[config.mk]
export PLATFORM = sky130hd
export DESIGN_NAME = uart_tx_fifo
export DESIGN_NICKNAME = d
export VERILOG_FILES = /design/src/rtl/uart_tx_fifo_pkg.sv /design/src/rtl/uart_tx_fifo_byte_fifo.sv /design/src/rtl/uart_tx_fifo.sv
export SDC_FILE = /design/constraint.sdc
export NUM_CORES = 1
export LEC_CHECK = 0
export BUFFER_PORTS_ARGS = -buffer_cell sky130_fd_sc_hd__buf_2
export CAP_MARGIN = 10
export CORE_AREA = 2 2 88 90
export DETAILED_ROUTE_END_ITERATION = 8
export DIE_AREA = 0 0 90 92
export GPL_ROUTABILITY_DRIVEN = 0
export GPL_TIMING_DRIVEN = 0
export PLACE_DENSITY = 0.8
export SLEW_MARGIN = 20
export SYNTH_ARGS = -nofsm -noshare
export SYNTH_HDL_FRONTEND = slang
export SYNTH_HIERARCHICAL = 1
export SYNTH_SLANG_ARGS = --single-unit
[constraint.sdc]
create_clock -name sysclk -period 3.5 [get_ports sysclk]
set_clock_uncertainty 0.05 [all_clocks]
set_input_delay 0.525 -clock sysclk [delete_from_list [all_inputs] [get_ports sysclk]]
set_output_delay 0.525 -clock sysclk [all_outputs]
set_load 0.01 [all_outputs]
[src/rtl/uart_tx_fifo_pkg.sv]
// Shared definitions for the FIFO-buffered UART transmitter:
// shifter state encodings and default timing/size parameters.
package uart_tx_fifo_pkg;

    // 115,200 bps from a 50 MHz system clock
    localparam int DEFAULT_CLK_DIV    = 434;
    localparam int DEFAULT_FIFO_DEPTH = 8;
    localparam int BYTE_W             = 8;

    typedef enum logic [1:0] {
        ST_IDLE  = 2'd0,
        ST_START = 2'd1,
        ST_DATA  = 2'd2,
        ST_STOP  = 2'd3
    } tx_state_t;

endpackage

[src/rtl/uart_tx_fifo_byte_fifo.sv]
// Byte FIFO with power-of-two depth; pointers wrap naturally at PTR_W bits.
// The caller guarantees rd_en only when not empty and wr_en only when not full or popping.
module byte_fifo #(
    parameter int WIDTH = 8,
    parameter int DEPTH = 8
) (
    input  logic             sysclk,
    input  logic             sysreset,
    input  logic             wr_en,
    input  logic [WIDTH-1:0] wr_data,
    input  logic             rd_en,
    output logic [WIDTH-1:0] rd_data,
    output logic             full,
    output logic             empty
);

    localparam int PTR_W = (DEPTH > 1) ? $clog2(DEPTH) : 1;
    localparam int CNT_W = $clog2(DEPTH) + 1;

    logic [WIDTH-1:0] mem [DEPTH];
    logic [PTR_W-1:0] wr_ptr;
    logic [PTR_W-1:0] rd_ptr;
    logic [CNT_W-1:0] count;

    always_ff @(posedge sysclk) begin
        if (!sysreset) begin
            wr_ptr <= '0;
            rd_ptr <= '0;
            count  <= '0;
        end else begin
            if (wr_en)
                wr_ptr <= wr_ptr + 1'b1;
            if (rd_en)
                rd_ptr <= rd_ptr + 1'b1;
            case ({wr_en, rd_en})
                2'b10:   count <= count + 1'b1;
                2'b01:   count <= count - 1'b1;
                default: count <= count;
            endcase
        end
    end

    // NOTE: storage has no reset; clearing the pointers and count is enough
    // to make stale entries unreachable, and it keeps the array in RAM.
    always_ff @(posedge sysclk) begin
        if (wr_en)
            mem[wr_ptr] <= wr_data;
    end

    // On a simultaneous push/pop while full, the head is read before the edge
    // that overwrites the same slot.
    assign rd_data = mem[rd_ptr];
    assign full    = (count == CNT_W'(DEPTH));
    assign empty   = (count == '0);

endmodule

[src/rtl/uart_tx_fifo.sv]
// 8N1 UART transmitter fed by a byte FIFO; the MCU pushes on a rising edge
// of load_data and polls tx_busy (FIFO full) before loading.
module uart_tx_fifo
    import uart_tx_fifo_pkg::*;
#(
    parameter int CLK_DIV    = DEFAULT_CLK_DIV,
    parameter int FIFO_DEPTH = DEFAULT_FIFO_DEPTH
) (
    input  logic              sysclk,
    input  logic              sysreset,
    input  logic [BYTE_W-1:0] parallel_in,
    input  logic              load_data,
    output logic              tx_line,
    output logic              tx_busy,
    output logic              tx_idle,
    output logic              overflow
);

    localparam int                BAUD_W    = (CLK_DIV > 1) ? $clog2(CLK_DIV) : 1;
    localparam logic [BAUD_W-1:0] BAUD_LAST = BAUD_W'(CLK_DIV - 1);

    tx_state_t         state;
    tx_state_t         state_next;
    logic [BAUD_W-1:0] baud_cnt;
    logic [2:0]        bit_idx;
    logic [BYTE_W-1:0] shift_reg;
    logic [BYTE_W-1:0] fifo_head;
    logic              load_q;
    logic              push_req;
    logic              push_ok;
    logic              pop;
    logic              baud_done;
    logic              tx_bit;
    logic              fifo_full;
    logic              fifo_empty;

    assign push_req  = load_data & ~load_q;
    assign push_ok   = push_req & (~fifo_full | pop);
    assign baud_done = (baud_cnt == BAUD_LAST);

    byte_fifo #(
        .WIDTH (BYTE_W),
        .DEPTH (FIFO_DEPTH)
    ) u_fifo (
        .sysclk  (sysclk),
        .sysreset(sysreset),
        .wr_en   (push_ok),
        .wr_data (parallel_in),
        .rd_en   (pop),
        .rd_data (fifo_head),
        .full    (fifo_full),
        .empty   (fifo_empty)
    );

    // load_q resets high so a level already asserted at release is not a push.
    // NOTE: every register here uses <= so all of them see pre-edge values.
    always_ff @(posedge sysclk) begin
        if (!sysreset) begin
            state     <= ST_IDLE;
            baud_cnt  <= '0;
            bit_idx   <= '0;
            shift_reg <= '0;
            tx_line   <= 1'b1;
            load_q    <= 1'b1;
            overflow  <= 1'b0;
        end else begin
            state   <= state_next;
            load_q  <= load_data;
            tx_line <= tx_bit;
            if (push_req && !push_ok)
                overflow <= 1'b1;
            if (state == ST_IDLE || baud_done)
                baud_cnt <= '0;
            else
                baud_cnt <= baud_cnt + 1'b1;
            if (state == ST_START)
                bit_idx <= '0;
            else if (state == ST_DATA && baud_done)
                bit_idx <= bit_idx + 3'd1;
            if (pop)
                shift_reg <= fifo_head;
        end
    end

    // NOTE: state_next gets a default first so no path leaves it unassigned.
    always_comb begin
        state_next = state;
        unique case (state)
            ST_IDLE:  if (!fifo_empty)                 state_next = ST_START;
            ST_START: if (baud_done)                   state_next = ST_DATA;
            ST_DATA:  if (baud_done && bit_idx == 3'd7) state_next = ST_STOP;
            ST_STOP:  if (baud_done)                   state_next = ST_IDLE;
            default:                                   state_next = ST_IDLE;
        endcase
    end

    always_comb begin
        tx_bit = 1'b1;
        pop    = 1'b0;
        unique case (state)
            ST_IDLE:  pop    = ~fifo_empty;
            ST_START: tx_bit = 1'b0;
            ST_DATA:  tx_bit = shift_reg[bit_idx];
            ST_STOP:  tx_bit = 1'b1;
            default:  tx_bit = 1'b1;
        endcase
    end

    assign tx_busy = fifo_full;
    assign tx_idle = (state == ST_IDLE) && fifo_empty;

endmodule

==> metrics.yaml <==
grt-ovfl-total: 0
synth_top_family_by_area: "multiplexers"
final_cell_mix: "edfxtp_1 (64), dfxtp_1 (38), nand2_1 (29), nor2_1 (19)"
synth_cells: 291
post-route-min-period_ns: 3.11
ctsHoldBuffers: 0
switching_share: 0.293
cts_tree: "done"
cap_violations: 0
multiInputGateArea_um2: 1560
yosys_warnings: 6
die_x_um: 90
relSlewSlack: 0.343
worstPathArrival_ns: 3.34
hold_viol: 0
powerDensity_nw_per_um2: 599
cts_made_buffers: 9
wl_per_cell_um: 16.4
first_pass_iters: 4
tns_ns: 0
num_io_pins: 15
ys_seq_area_frac: 0.621
grt_usage: 0.182
synth_flop_cell: "edfxtp_1"
clk_pin_slew_ns: 0.09
drt-initial-drc-count: 64
synth_edf_count: 64
postCtsSetupBuffers: 0
synthMuxAreaShare: 0.142
start_util: 0.580
vias_per_cell: 5.51
max-clock-path-buffers: 2
ant_nets: 0
timing.hold.ws_ns: 0.327
p_sw_w: 0.000827
met3_usage: 0.0444
io_buffers: 14
hold_path.class: "primary input to flip-flop"
clkPwrFrac: 0.237
die_h_um: 92
synth.distinct_cells: 45
worstSkewPairLatency_ns: 0.35
ctsResizeCount: 0
peakVddDrop_v: 0.000350
grt_pass1_wl_mm: 11.3
dp_hpwl_mm: 4.72
netlist_area_um2: 4320
fill_cells: 553
max_freq_ghz: 0.321
synth_nets: 316
end_kind: "flip-flop"
yosys.area_share.simple: 0.109
cts_max_level: 3
synth_compound_area_frac: 0.0368
p_comb_frac: 0.256
fin_crit_sh: 0.889
num_antenna_cells: 0
synth_seq_cells: 102
drt_wl_total_mm: 6.95
synth_area_per_cell_um2: 14.8
p_seq_frac: 0.507
drive_gt1_frac: 0.152
grt_pass1_vias: 2274
top_usage_layer: "met2"
largest_register_ff_count: 64
drc: 0
gr-usage-met2: 0.330
clockRootBuffer: "clkbuf_8"
intPower_w: 0.00200
p_leak_nw: 1.63
layout_commonest_cell: "edfxtp_1"
fp.dieArea_um2: 8280
required_ns: 3.72
synth_xor_xnor_area_share: 0.0304
use_met1: 0.216
drv_slew: 0
rsz0062_at_grt: "no"
async_reset_ff_frac: 0
seqCellArea_um2: 2680
grt_start_max_net_pins: 19
path_class: "flip-flop to flip-flop"
final_nets: 342
antenna_found_initial: 0
startpoint_type: "flip-flop"
setup_viol: 0
vias: 2335
outcome: "finished clean"
fp-row-count: 32
cts_num_sinks: 102
synth_fa_ha_area_frac: 0.0406
worstMarginPinSlew_ns: 0.982
area_growth_pct: 9.19
core_um2: 7450
crit_fanout: 10
[layout make-up]
cell class	count	area share
plain buffers	9	0.0141
clock buffers	9	0.0263
clock inverters	7	0.0122
inverters	6	0.00478
well taps	102	0.0271
flip-flops and latches	102	0.569
repair buffers	15	0.0165
multi-input cells	174	0.330
[Yosys cell counts (4+ instances only)]
cell	count	area, um^2
nand2b_1	9	56.3
nor2b_1	4	25.0
clkbuf_1	4	15.0
edfxtp_1	64	1920
a21oi_1	6	30.0
nand3_1	4	20.0
dfxtp_1	38	761
mux2_2	8	90.1
nor2_1	19	71.3
mux2i_1	6	60.1
a21boi_0	9	67.6
xor2_1	8	70.1
mux4_1	15	394
and2_1	8	50.1
nand2_1	29	109
ha_1	14	175
xnor2_1	7	61.3
inv_1	5	18.8
[critical path, cell delays in order (launching register included)]
cell	delay (ns)
dfxtp_1	0.35
inv_1	0.11
ha_1	0.20
nand2b_1	0.09
clkbuf_1	0.22
a21oi_1	0.53
inv_1	0.14
ha_1	0.31
xor2_1	0.17
ha_1	0.18
a21oi_1	0.14
xor2_1	0.09
or3_1	0.30
a21boi_0	0.17
[power by group through the flow]
stage,Clock [W],Sequential [W],Combinational (W)
2_1_floorplan,0,0.00145,0.000573
3_3_place_gp,0,0.00145,0.000710
3_5_place_dp,0,0.00146,0.000729
4_1_cts,0.000689,0.00143,0.000733
5_1_grt,0.000740,0.00144,0.000807
6_report,0.000669,0.00143,0.000723
[kinds of logic (layout without fill, tap and decap cells)]
kind of cell               Yosys count  in the layout
AOI/OAI and AO/OA                   23             23
xor gates and xnor gates            15             15
DFF                                102            102
adders and majority gates           14             14
and+or+nand+nor                     90             90
buffers and inverters               15             46
muxes                               32             32
[layer usage]
metal	vias up	routed length (um)	share of wire
met4	0	66	0.0095
met2	40	3670	0.53
met5	-	0	0
met1	1151	2960	0.43
met3	8	248	0.036
li1	1136	-	-
[metrics by stage]
stage	worst slack, ns	instance area, um^2	utilization	total power (W)	std cells
6_report	0.387	4710	0.633	0.00282	424
5_1_grt	0.0359	4710	0.633	0.00299	424
4_1_cts	0.337	4710	0.633	0.00286	424
3_5_place_dp	0.380	4530	0.609	0.00219	408
3_3_place_gp	0.176	4520	0.606	0.00216	407
2_1_floorplan	0.772	4320	-	0.00202	291
[worst paths after layout]
kind | start | end | slack [ns] | cells after the start
max | state[0]$_SDFFE_PN0P_ | u_fifo/count[2]$_SDFFE_PN0P_ | 0.39 | 13
min | load_data | load_q$_SDFF_PN1_ | 0.33 | 2
min reg2reg | shift_reg[3]$_SDFFE_PN0P_ | shift_reg[3]$_SDFFE_PN0P_ | 0.42 | 2
max reg2reg | state[0]$_SDFFE_PN0P_ | u_fifo/count[2]$_SDFFE_PN0P_ | 0.39 | 13
Note: power is estimated with default switching activity, not from simulation.
